==> src/rtl/ipu_frame_sched.sv <==
// Frame scheduler in front of the IPU red-centroid unit: decimates camera frames, gates pixels
// into the IPU, waits for its result with a watchdog, and holds it in a 1-deep valid/ready slot.
// Optional frame statistics ports are enabled by defining IPU_SCHED_STATS_EN.
module ipu_frame_sched #(
  parameter int H_ACTIVE    = 640,
  parameter int V_ACTIVE    = 480,
  parameter int TIMEOUT_CYC = 4096
) (
  input  logic        iCLK,
  input  logic        iRST,
  input  logic        iEnable,
  input  logic [3:0]  iDecim,
  input  logic        iDVAL,
  input  logic [10:0] iX_Cont,
  input  logic [10:0] iY_Cont,
  output logic        oIPU_DVAL,
  output logic [10:0] oIPU_X,
  output logic [10:0] oIPU_Y,
  output logic        oIPU_CLR,
  input  logic [10:0] iIPU_X,
  input  logic [10:0] iIPU_Y,
  input  logic        iIPU_DVAL,
  output logic [10:0] oX,
  output logic [10:0] oY,
  output logic        oVALID,
  input  logic        iREADY,
  output logic        oBusy,
  output logic        oTimeout,
  output logic [7:0]  oDrop_cnt
`ifdef IPU_SCHED_STATS_EN
  ,
  output logic [15:0] oFrm_seen,
  output logic [15:0] oFrm_done
`endif
);

  localparam logic [1:0] S_IDLE     = 2'd0;
  localparam logic [1:0] S_WAIT_SOF = 2'd1;
  localparam logic [1:0] S_STREAM   = 2'd2;
  localparam logic [1:0] S_WAIT_RES = 2'd3;
  localparam int TW = (TIMEOUT_CYC > 2) ? $clog2(TIMEOUT_CYC) : 1;

  logic [1:0]    state_q, state_d;
  logic [3:0]    dcnt_q, dcnt_d;
  logic [TW-1:0] timer_q, timer_d;
  logic          ipu_dval_q, ipu_dval_d;
  logic          ipu_clr_q, ipu_clr_d;
  logic [10:0]   ipu_x_q, ipu_x_d, ipu_y_q, ipu_y_d;
  logic [10:0]   res_x_q, res_x_d, res_y_q, res_y_d;
  logic          valid_q, valid_d;
  logic          timeout_q, timeout_d;
  logic [7:0]    drop_q, drop_d;

  logic       sof, eof, capture, pop;
  logic [3:0] decim_eff;

  assign sof       = iDVAL && (iX_Cont == 11'd0) && (iY_Cont == 11'd0);
  assign eof       = iDVAL && (iX_Cont == 11'(H_ACTIVE - 1)) && (iY_Cont == 11'(V_ACTIVE - 1));
  assign decim_eff = (iDecim == 4'd0) ? 4'd1 : iDecim;
  assign pop       = valid_q && iREADY;
  assign ipu_x_d   = iX_Cont;
  assign ipu_y_d   = iY_Cont;

  // NOTE: every signal written here gets a default first, so no path can infer a latch.
  always_comb begin
    state_d    = state_q;
    dcnt_d     = dcnt_q;
    timer_d    = timer_q;
    timeout_d  = timeout_q;
    ipu_dval_d = 1'b0;
    ipu_clr_d  = 1'b0;
    capture    = 1'b0;
    case (state_q)
      S_IDLE: if (iEnable) state_d = S_WAIT_SOF;
      S_WAIT_SOF: begin
        if (!iEnable) begin
          state_d = S_IDLE;
        end else if (sof) begin
          dcnt_d = 4'((5'(dcnt_q) + 5'd1) % {1'b0, decim_eff});
          if (dcnt_q == 4'd0) begin
            state_d    = S_STREAM;
            ipu_dval_d = 1'b1;
            ipu_clr_d  = 1'b1;
          end
        end
      end
      S_STREAM: begin
        // A SOF here means the previous frame was truncated; restart accumulation on it.
        ipu_dval_d = iDVAL;
        ipu_clr_d  = sof;
        if (eof) begin
          state_d = S_WAIT_RES;
          timer_d = '0;
        end
      end
      S_WAIT_RES: begin
        timer_d = timer_q + TW'(1);
        if (iIPU_DVAL) begin
          capture   = 1'b1;
          timeout_d = 1'b0;
          state_d   = iEnable ? S_WAIT_SOF : S_IDLE;
        end else if (timer_q == TW'(TIMEOUT_CYC - 1)) begin
          timeout_d = 1'b1;
          state_d   = iEnable ? S_WAIT_SOF : S_IDLE;
        end
      end
      default: state_d = S_IDLE;
    endcase
  end

  always_comb begin
    res_x_d = res_x_q;
    res_y_d = res_y_q;
    valid_d = valid_q && !pop;
    drop_d  = drop_q;
    if (capture) begin
      if (!valid_q || pop) begin
        res_x_d = iIPU_X;
        res_y_d = iIPU_Y;
        valid_d = 1'b1;
      end else if (drop_q != 8'hFF) begin
        drop_d = drop_q + 8'd1;
      end
    end
  end

  // NOTE: sequential state uses non-blocking assignments so every flop samples pre-edge values.
  always_ff @(posedge iCLK) begin
    if (iRST) begin
      state_q    <= S_IDLE;
      dcnt_q     <= '0;
      timer_q    <= '0;
      ipu_dval_q <= 1'b0;
      ipu_clr_q  <= 1'b0;
      ipu_x_q    <= '0;
      ipu_y_q    <= '0;
      res_x_q    <= '0;
      res_y_q    <= '0;
      valid_q    <= 1'b0;
      timeout_q  <= 1'b0;
      drop_q     <= '0;
    end else begin
      state_q    <= state_d;
      dcnt_q     <= dcnt_d;
      timer_q    <= timer_d;
      ipu_dval_q <= ipu_dval_d;
      ipu_clr_q  <= ipu_clr_d;
      ipu_x_q    <= ipu_x_d;
      ipu_y_q    <= ipu_y_d;
      res_x_q    <= res_x_d;
      res_y_q    <= res_y_d;
      valid_q    <= valid_d;
      timeout_q  <= timeout_d;
      drop_q     <= drop_d;
    end
  end

  assign oIPU_DVAL = ipu_dval_q;
  assign oIPU_CLR  = ipu_clr_q;
  assign oIPU_X    = ipu_x_q;
  assign oIPU_Y    = ipu_y_q;
  assign oX        = res_x_q;
  assign oY        = res_y_q;
  assign oVALID    = valid_q;
  assign oTimeout  = timeout_q;
  assign oDrop_cnt = drop_q;
  assign oBusy     = (state_q != S_IDLE);

`ifdef IPU_SCHED_STATS_EN
  logic [15:0] seen_q, seen_d, done_q, done_d;

  always_comb begin
    seen_d = seen_q + {15'd0, sof && (state_q != S_IDLE)};
    done_d = done_q + {15'd0, capture};
  end

  always_ff @(posedge iCLK) begin
    if (iRST) begin
      seen_q <= '0;
      done_q <= '0;
    end else begin
      seen_q <= seen_d;
      done_q <= done_d;
    end
  end

  assign oFrm_seen = seen_q;
  assign oFrm_done = done_q;
`endif

endmodule

==> config.mk <==
export PLATFORM = sky130hd
export DESIGN_NAME = ipu_frame_sched
export DESIGN_NICKNAME = d
export VERILOG_FILES = /design/src/rtl/ipu_frame_sched.sv
export SDC_FILE = /design/constraint.sdc
export NUM_CORES = 1
export LEC_CHECK = 0
export CAP_MARGIN = 20
export CORE_MARGIN = 8
export CORE_UTILIZATION = 42
export DETAILED_ROUTE_END_ITERATION = 12
export GPL_ROUTABILITY_DRIVEN = 0
export GPL_TIMING_DRIVEN = 1
export PLACE_DENSITY_LB_ADDON = 0.12
export RECOVER_POWER = 25
export SETUP_SLACK_MARGIN = 0.5
export SYNTH_ARGS = -nofsm -noshare
export SYNTH_HDL_FRONTEND = slang
export SYNTH_SLANG_ARGS = --single-unit
==> constraint.sdc <==
create_clock -name iCLK -period 6.4 [get_ports iCLK]
set_input_delay 1.28 -clock iCLK [delete_from_list [all_inputs] [get_ports iCLK]]
set_output_delay 1.28 -clock iCLK [all_outputs]
set_load 0.01 [all_outputs]
# After elaboration in Yosys (flattened, before gate mapping)
# Index checks and enable logic that the tools add are counted.
# totals
ram_bits	0
n_memories	0
romBits	0
out_inout_bits	57
latch_bits	0
elab_cells	75
regBits	74
# op_classes
mul	0
n_addsub	3
eq_ne	12
muxes	23
n_bitwise	1
n_lt_le_gt_ge	0
n_div	1
n_reduce_logical	23
shift	0
# op_table
op	n
$pmux W12 S2	1
$logic_not A11 Y1	2
$mux W2	7
$add A12 B1 Y12 const B	1
$eq A12 B12 Y1 const B	1
$mux W12	1
$eq A11 B10 Y1 const B	1
$eq A11 B9 Y1 const B	1
$mux W1	10
$ne A3 B3 Y1 const B	3
$add A8 B1 Y8 const B	1
$logic_not A4 Y1	2
$ne A8 B8 Y1 const B	1
$pmux W2 S4	1
$logic_and A1 B1 Y1	6
$reduce_and A2 Y1	3
$reduce_and A3 Y1	2
$reduce_bool A2 Y1	3
$add A4 B1 Y5 const B	1
$mod A5 B4 Y5	1
$reduce_and A5 Y1	1
$eq A2 B2 Y1 const B	2
$mux W4	1
$ne A2 B2 Y1 const B	2
6 further kinds	8

# Depth between registers and ports, before layout
# Gate-level depths: netlist (run 1).
# depth
ltp_word	6
ltp_mapped	26

# Worst setup path before layout (run 1)
# No wires, ideal clock.
# synth_timing
kind	input-to-reg
startpoint	in iDecim[1]
endpoint	reg dcnt_q[1]
cell_stages	26
setup_time_ps	91
required_ps	6309
setup_slack_ps	-513
t_arrival_ps	6823
path_cell_list	nor3_1 or2_2 inv_1 ha_1 nor4b_1 a2bb2oi_1 ha_1 o21a_1 o21ai_0 mux2i_1 ha_1 o21a_1 or3_1 a21oi_1 nor2_1 ha_1 nand4_1 o21bai_1 or2_1 mux2_2 ha_1 nor2_1 a21oi_1 a221oi_1 nand3_1 a311oi_1
# synth_between
elab_chain_cells	3
# synth_rtl
element	line	text
start: declaration	12	input logic [3:0] iDecim,
$logic_not A4 Y1	59	assign decim_eff = (iDecim == 4'd0) ? 4'd1 : iDecim;
$mux W4 (*)	59	
$mod A5 B4 Y5 (*)	79	dcnt_d = 4'((5'(dcnt_q) + 5'd1) % {1'b0, decim_eff});
end signal: assignment	144	dcnt_q <= dcnt_d;
end: declaration	44	logic [3:0] dcnt_q, dcnt_d;
# Every way passes the cells marked *; elsewhere a longest branch is shown, timed or not.
# A chain may end at the register's enable or synchronous reset.

# Worst setup path after layout (run 1)
# layout_timing
startpoint	in iDecim[2]
endpoint	reg dcnt_q[3]
# Same word-level chain as after synthesis.

==> flow_summary.ini, run 1 <==
[outcome]
outcome = completed

[setup_path]
required_ps = 6660
arrival_ps = 6330
slowest_stage = mux2_4
cp.depth = 26
reg2regPathDepth = 24
crit_path_frequent_cell = ha_4
crit_type = in -> reg
startpoint_type = input pin
crit_buf_inv = 2
crit_path_end_kind = register
r2r_slack_ps = 810
endpoint = dcnt_q[3]
crit_family = compound AO/OA/AOI/OAI gates
critPathLaunch = iDecim[2]
slowest_delay_ps = 340
r2r-end = dcnt_q[3]
rr_startpoint = dcnt_q[1]
crit_fanout = 4

[clock_network]
clk_pin_slew_ps = 80
clockBufferDepth = 2
ctsHtreeMaxLevel = 3
cts_hold_buf = 0
clock_latency_ps = 350
cts_root_buf = clkbuf_8
cts_inserted_buffers = 9
cts_tree = done
cts.sinks = 74

[sta]
fin_crit_sh = 0.9480
max_freq_mhz = 164.8
finalCriticalPeriod_ps = 6067
setup_violations = 0
rsz0062_at_grt = yes
slew_violations = 0
timing.slew.headroom = 0.4368
finClkSkew_ps = 13.53
fin_ws_ps = 332.7
worst_pin_slew_ps = 842.4
hold_viol = 0

[logic_synthesis]
avgSynthCellArea_sq_um = 8.752
synth_edf_count = 0
yosysSeqAreaShare = 0.4079
synth_top_area_frac = 0.4079
async_flop_share = 0
yosysTopAreaCell = dfxtp_1
ys_top_cells_by_area = dfxtp_1 41%, ha_1 8.3%, nand2_1 5.8%
syn_inst = 415
ys_ff_latch = 74
synthDistinctLibCells = 59
synthTopCellsByCount = 74 x dfxtp_1, 56 x nand2_1, 35 x a21oi_1
synth_flop_cell = dfxtp_1
synth_area_sq_um = 3632
synth_nets = 494
synth.most_common_cell = dfxtp_1
yosysWarnings = 0

[place]
pre_cts_ws_ps = -609.5
portBuffers = 110
post-dp-hpwl_mm = 7.671

[die]
floorplan.initialDensity = 0.4248
boundaryPins = 111
core_sq_um = 8551
die-area_sq_um = 11880
rows = 34
chipHeight_microns = 109.0
die_w_microns = 109.0

[detailed_routing]
wl_met3_microns = 661
drtAntennaViolNets = 0
wire_per_inst_microns = 15.05
first_pass_iters = 5
top_layer_used = met4
drc = 0
drt_iter0_markers = 155
routed_wl_mm = 10.15
num_vias = 3469
wl_met1_mm = 4.097
dr_wl_met2_mm = 5.236
vias_per_cell = 5.147

[final_layout]
areaGrowthSynthToFinish_pct = 53.01
drive_above_1_share = 0.1855
nNetsFinal = 640
diodes = 0

[grt]
grt_overflow = 0
grt_antenna_before_repair = 0
grt_max_degree = 69
grt_pass1_wl_mm = 15.97
grt_pass1_vias = 3391
grt_usage = 0.1672

[power]
p_leak_nw = 2.113
vdd_ir_drop_max_v = 0.00009177
power.density_nw_per_um2 = 182.6
power_w = 0.001015

[hold_path]
hold_class = reg -> reg

[flow_run]
cap_viol_max_count = 0
state kept, by name, summed over array words and instances, names as in the netlist, 4 cells and up, named ones only:
name / count
oY: 11
oX: 11
oIPU_Y: 11
timer_q: 12
oIPU_X: 11
oDrop_cnt: 8
dcnt_q: 4
cell families (layout without fill, tap and decap cells):
kind of cell	after synthesis	count (layout)	share of synthesized area
and+or+nand+nor	179	179	0.2587
AOI/OAI and AO/OA	84	84	0.1550
DFF	74	74	0.4079
buffers and inverters	30	181	0.03273
adders and majority gates	25	25	0.08819
xor gates and xnor gates	19	19	0.04581
muxes	4	4	0.01171
power by group:
group / internal, W / switching (W)
Sequential: 0.000470 / 0.00000498
Combinational: 0.000102 / 0.0000806
Clock: 0.000181 / 0.000176
per-layer routing:
metal	GRT usage	vias up
met5	0	-
met1	0.1844	1635
met2	0.2994	82
met3	0.04255	8
li1	-	1744
met4	0.06647	0
cell type report:
cell class / count / area [sq um]
inverter: 14 / 55.05
multi-input combinational: 311 / 2277
clock inverter: 6 / 65.06
fill: 722 / 2993
tap: 108 / 135.1
timing repair buffer: 151 / 1416
clock buffer: 10 / 127.6
sequential: 74 / 1481
repair_timing:
| item | 4_1_cts | 5_1_grt |
|---|---|---|
| setup endpoints to repair | 4 | 4 |
| endpoints found under the hold margin | 0 | 0 |
| buffers inserted | 9 | 2 |
| cloned | 0 | 0 |
| pin swaps | 28 | 24 |
| resized for setup | 33 | 12 |
cell usage in the layout (no fill, tap or decap), drive strengths merged, types with 3 or more instances in the layout:
master	count
a211oi	3
nand4	11
nor2	33
or2	5
clkinv	3
nor4b	5
nor4	6
a21oi	35
or3	8
nor3	9
a21o	4
a31oi	4
and3	5
ha	24
nand2	57
buf	46
clkdlybuf4s50	100
inv	15
clkbuf	10
o21a	3
dlygate4sd3	5
xor2	7
a311oi	3
nand3	7
nor2b	25
o21ai	14
xnor2	12
dfxtp	74
worst min-delay path, stage by stage (launching register included):
cell and delay (ps):
dfxtp_1 310, nand2_1 50, a21oi_1 50
per-stage QoR:
step	util	cell area (sq um)	std cells	TNS, ps	hold WS [ps]
6_report	0.6500	5558	674	0	456.7
5_1_grt	0.6500	5558	674	0	474.6
4_1_cts	0.6396	5469	672	0	458.9
3_5_place_dp	0.6017	5145	647	-2205	446.8
3_3_place_gp	0.6017	5145	647	-1438	440.9
2_1_floorplan	-	3755	415	0	471.6
how the worst min path moves through the flow:
| stage | slack [ps] | from | to | cells after the start |
|---|---|---|---|---|
| 4_1_cts | 460 | oX[2] | oX[2] | 2 |
| 2_1_floorplan | 470 | timer_q[10] | timer_q[10] | 2 |
| 3_5_place_dp | 450 | oX[2] | oX[2] | 2 |
| 3_3_place_gp | 440 | oY[3] | oY[3] | 2 |
| 6_report | 460 | oX[2] | oX[2] | 2 |
| 5_1_grt | 470 | oY[9] | oY[9] | 2 |
(Power assumes the default switching activity.)
==> run 2: changes to the inputs <==
CELL_PAD_IN_SITES_DETAIL_PLACEMENT = 1   (was not set)
CELL_PAD_IN_SITES_GLOBAL_PLACEMENT = 2   (was not set)
CORE_UTILIZATION = 24   (was 42)
RECOVER_POWER = not set   (was 25)
==> flow_summary.ini, run 2 (synthesized netlist as in run 1, its figures left out) <==
[detailed_routing]
routed_wl_mm = 12.16
vias_per_cell = 4.665
drt_iter0_markers = 115
drc = 0
num_vias = 3536
wire_per_inst_microns = 16.05
drtAntennaViolNets = 0
first_pass_iters = 4

[power]
p_int_w = 0.0008811
power.share.clock = 0.432
p_switching_w = 0.0002806
power.density_nw_per_um2 = 200.8
vdd_ir_drop_max_v = 0.0001276
p_seq_frac = 0.410
p_leak_nw = 2.180
comb_power_share = 0.158
switching_share = 0.2416

[setup_path]
arrival_ps = 6430
crit_type = in -> reg
crit_fanout = 4
crit_path_end_kind = register
startpoint_type = input pin
required_ps = 6650
r2r_slack_ps = 670

[die]
boundaryPins = 111
rows = 45
core_sq_um = 14980
chipHeight_microns = 139.0
floorplan.initialDensity = 0.2425
die-area_sq_um = 19330
die_w_microns = 139.0

[grt]
grt_overflow = 0
grt_antenna_before_repair = 0
grt_pass1_wl_mm = 19.77
grt_usage = 0.1269
grt_pass1_vias = 3778
grt_max_degree = 42

[sta]
timing.slew.headroom = 0.4056
finalCriticalPeriod_ps = 6181
setup_violations = 0
rsz0062_at_grt = yes
hold_viol = 0
hold_ws_ps = 456.2
worst_pin_slew_ps = 889.1
finClkSkew_ps = 3.265
max_freq_mhz = 161.8
slew_violations = 0
fin_crit_sh = 0.9658

[clock_network]
clk_pin_slew_ps = 60
ctsHtreeMaxLevel = 3
clockBufferDepth = 2
cts_hold_buf = 0
cts_tree = done
cts.sinks = 74
clock_latency_ps = 330
cts_inserted_buffers = 9
cts_root_buf = clkbuf_16

[final_layout]
diodes = 0
top_register = timer_q
seqCellArea_sq_um = 1481
nNetsFinal = 645
final_cell_mix = 105 x clkdlybuf4s50_1, 74 x dfxtp_1, 56 x nand2_1
areaGrowthSynthToFinish_pct = 59.32
drive_above_1_share = 0.1895
multi_input_area_sq_um = 2260
largest_reg_flops = 12
fill_cells = 1679
final_util = 0.3864
final_common_cell = clkdlybuf4s50_1

[place]
post-dp-hpwl_mm = 9.326
portBuffers = 110

[hold_path]
hold_class = reg -> reg

[outcome]
outcome = completed

[flow_run]
cap_viol_max_count = 0
## run 2: changes by cell type in the layout (fill, tap and decap cells not counted), moves of 2 or more
cell,change
buf_4,+3
buf_6,+2
clkbuf_16,+9
clkbuf_8,-8
clkdlybuf4s50_1,+5
dlygate4sd3_1,-5
## run 2: stage by stage
step	instances	total power, W	TNS [ps]	worst slack (ps)	cell area (sq um)
floorplan	415	0.0005648	0	172.9	3755
global placement	726	0.0006532	-1769	-481.6	5238
detailed placement	726	0.0006557	-2380	-640.2	5238
CTS	752	0.001179	0	283.5	5679
global route	758	0.001221	-40.31	-33.68	5787
finish	758	0.001162	0	218.8	5787
## run 2: path summary, 6_finish.rpt
path | from | endpoint | cells after the start
hold reg to reg | oY[3] | oY[3] | 2
setup reg to reg | dcnt_q[0] | dcnt_q[3] | 25
hold / removal | oY[3] | oY[3] | 2
setup / recovery | iDecim[1] | dcnt_q[3] | 27
## run 2: repair_timing
| action | 4_1_cts | 5_1_grt |
|---|---|---|
| setup buffers | 11 | 6 |
| gates resized for setup | 32 | 13 |
| endpoints found under the setup margin | 4 | 4 |
| pin swaps | 26 | 20 |
## run 2: area by class of cell
class                           instances  area share
Multi-Input combinational cell        311      0.3905
Clock buffer                           10     0.04130
Sequential cell                        74      0.2560
Inverter                               14    0.009514
Clock inverter                          5    0.009514
Timing Repair Buffer                  156      0.2525
Tap cell                              188     0.04065
## run 2: worst max-delay path: stages
cell	delay (ps)
buf_8	100
nor3_4	170
or2_4	150
inv_4	40
ha_4	140
nor4b_4	120
a2bb2oi_2	130
ha_1	320
o21a_1	150
buf_6	130
nor4bb_4	290
a21o_1	170
ha_4	220
o21bai_4	120
a21o_1	170
mux2_4	340
ha_4	170
or2_4	240
o211a_1	250
or2_4	270
mux2_4	320
ha_4	290
nor2_4	30
a21oi_2	180
a221o_1	270
o21ai_1	100
a311oi_2	250
## run 2: power by group through the flow
stage	Sequential, W	Clock [W]	Combinational, W
after global routing	0.000477	0.000543	0.000201
after global placement	0.000486	0	0.000168
final	0.000476	0.000502	0.000184
after detailed placement	0.000486	0	0.000169
after CTS	0.000476	0.000525	0.000178
after floorplan	0.000489	0	0.0000753
## run 2: per-layer routing
metal	GRT usage	part of all wire	vias to the layer above
met5	0	0	-
met4	0.06412	0.025	0
met3	0.02582	0.033	18
met2	0.2262	0.51	63
met1	0.1408	0.43	1691
li1	-	-	1764
==> run 3: changes to the inputs <==
ABC_AREA = 1   (was not set)
ABC_CLOCK_PERIOD_IN_PS = 6400   (was not set)
CAP_MARGIN = 25   (was 20)
CORE_UTILIZATION = 23   (was 24)
==> flow_summary.ini, run 3 <==
[sta]
finClkSkew_ps = 4.776
finalCriticalPeriod_ps = 5586
setup_violations = 0
rsz0062_at_grt = no
timing.slew.headroom = 0.5119
fin_ws_ps = 814.5
max_freq_mhz = 179.0
setup_tns_ps = 0
worst_pin_slew_ps = 732.1
hold_viol = 0
slew_violations = 0
fin_crit_sh = 0.8727

[setup_path]
crit_type = in -> reg
reg2regPathDepth = 41
crit_buf_inv = 7
crit_fanout = 5
rr_startpoint = dcnt_q[0]
crit_path_frequent_cell = nand2_1
startpoint_type = input pin
required_ps = 6630
cp.depth = 40
arrival_ps = 5810
r2r-end = dcnt_q[0]
slowest_stage = ha_4
r2r_slack_ps = 1400
crit_path_end_kind = register
crit_family = simple AND/OR/NAND/NOR gates
slowest_delay_ps = 270

[grt]
grt_usage = 0.1195
grt_pass1_vias = 3933
grt_overflow = 0
grt_max_degree = 33
grt_antenna_before_repair = 0
grt_pass1_wl_mm = 20.44

[clock_network]
cts_inserted_buffers = 9
clockBufferDepth = 2
cts.sinks = 74
clock_latency_ps = 330
clk_pin_slew_ps = 60
cts_tree = done
cts_root_buf = clkbuf_16
ctsHtreeMaxLevel = 3

[final_layout]
diodes = 0
fin_cells = 883
final_area_sq_um = 5842
areaGrowthSynthToFinish_pct = 52.68
top_register = timer_q
multi_input_area_sq_um = 2211
final_cell_mix = 107 x clkdlybuf4s50_1, 103 x nor2_1, 74 x dfxtp_1
largest_reg_flops = 12
final_common_cell = clkdlybuf4s50_1
drive_above_1_share = 0.1644
seqCellArea_sq_um = 1481
fill_cells = 1969
nNetsFinal = 737

[place]
dp.cells = 861
pre_cts_ws_ps = -153.3
post-dp-hpwl_mm = 9.901
dpl_cell_area_sq_um = 5235
portBuffers = 110

[power]
vdd_ir_drop_max_v = 0.0001266
switching_share = 0.2773
power.density_nw_per_um2 = 231.8
p_leak_nw = 2.412
power.share.clock = 0.400
comb_power_share = 0.229
p_seq_frac = 0.371
p_int_w = 0.0009786
p_switching_w = 0.0003755
power_w = 0.001354

[die]
die-area_sq_um = 21020
rows = 47
boundaryPins = 111
floorplan.initialDensity = 0.2332
die_w_microns = 145.0
chipHeight_microns = 145.0
core_sq_um = 16410

[logic_synthesis]
yosysWarnings = 0
ys_top_cells_by_area = dfxtp_1 39%, nor2_1 11%, nand2_1 7.9%
avgSynthCellArea_sq_um = 7.179
synthDistinctLibCells = 41
synth_edf_count = 0
async_flop_share = 0
synthTopCellsByCount = 108 x nor2_1, 81 x nand2_1, 74 x dfxtp_1
ys_ff_latch = 74
synth_area_sq_um = 3826
synth_top_area_frac = 0.3872
syn_inst = 533
yosysSeqAreaShare = 0.3872
synth_flop_cell = dfxtp_1
yosysTopAreaCell = dfxtp_1
synth_nets = 612
synth.most_common_cell = nor2_1

[detailed_routing]
drtAntennaViolNets = 0
num_vias = 3757
drc = 0
drt_iter0_markers = 96
vias_per_cell = 4.255
first_pass_iters = 4
routed_wl_mm = 12.51
wire_per_inst_microns = 14.16

[outcome]
outcome = completed

[hold_path]
hold_class = reg -> reg
hold_depth = 2
min_to = oY[9]
worstHoldStart = oY[9]

[flow_run]
cap_viol_max_count = 0
## run 3: final cells by class
cell class              count  area share
well taps                 220     0.04712
multi-input cells         366      0.3785
clock buffers              11     0.04155
flip-flops and latches     74      0.2536
repair buffers            125      0.2118
inverters                  82     0.05419
clock inverters             5     0.01328
## run 3: routing by layer
layer  vias to the layer above  track usage  routed length, microns
met1                      1728       0.1472                    5947
met5                         -            0                       0
met3                         8      0.02954                     464
met4                         0      0.03314                     121
met2                        72       0.2026                    5972
li1                       1949            -                       -
## run 3: how the worst max path moves through the flow
stage	start	end	slack, ps
2_1_floorplan	iDecim[1]	dcnt_q[0]	760
3_3_place_gp	iDecim[3]	dcnt_q[0]	90
3_5_place_dp	iDecim[3]	dcnt_q[0]	-150
4_1_cts	iDecim[2]	dcnt_q[0]	520
5_1_grt	iDecim[3]	dcnt_q[0]	460
6_report	iDecim[3]	dcnt_q[0]	810
## run 3: tightest hold or removal path: stages, from the launching register on
cell and delay [ps]:
dfxtp_1 320, nor2_1 50, nor2_1 80
## run 3: cell families after synthesis
family          Yosys count  synth area share
simple gates            255            0.3041
buf+inv                  93           0.09483
compound gates           78            0.1118
flops                    74            0.3872
fa+ha+maj                25           0.08372
xor+xnor                  8           0.01831
## run 3: stage by stage
stage | hold WS, ps | utilization
final | 482.5 | 0.3561
after global routing | 502.1 | 0.3561
after CTS | 490.4 | 0.3445
after detailed placement | 477.1 | 0.3191
after global placement | 462.2 | 0.3174
after floorplan | 447.3 | -
## run 3: power by group through the flow
stage | Combinational (W) | Sequential (W) | Clock (W)
after global placement | 0.000288 | 0.000511 | 0
after detailed placement | 0.000294 | 0.000512 | 0
after CTS | 0.000302 | 0.000502 | 0.000565
after floorplan | 0.000156 | 0.000519 | 0
final | 0.000310 | 0.000502 | 0.000542
after global routing | 0.000348 | 0.000505 | 0.000584
## run 3: timing repair
item,CTS,global route
endpoints found under the setup margin,4,4
resized for setup,13,40
gates cloned,0,0
setup buffers,4,2
pin swaps,4,18
hold buffers,0,0
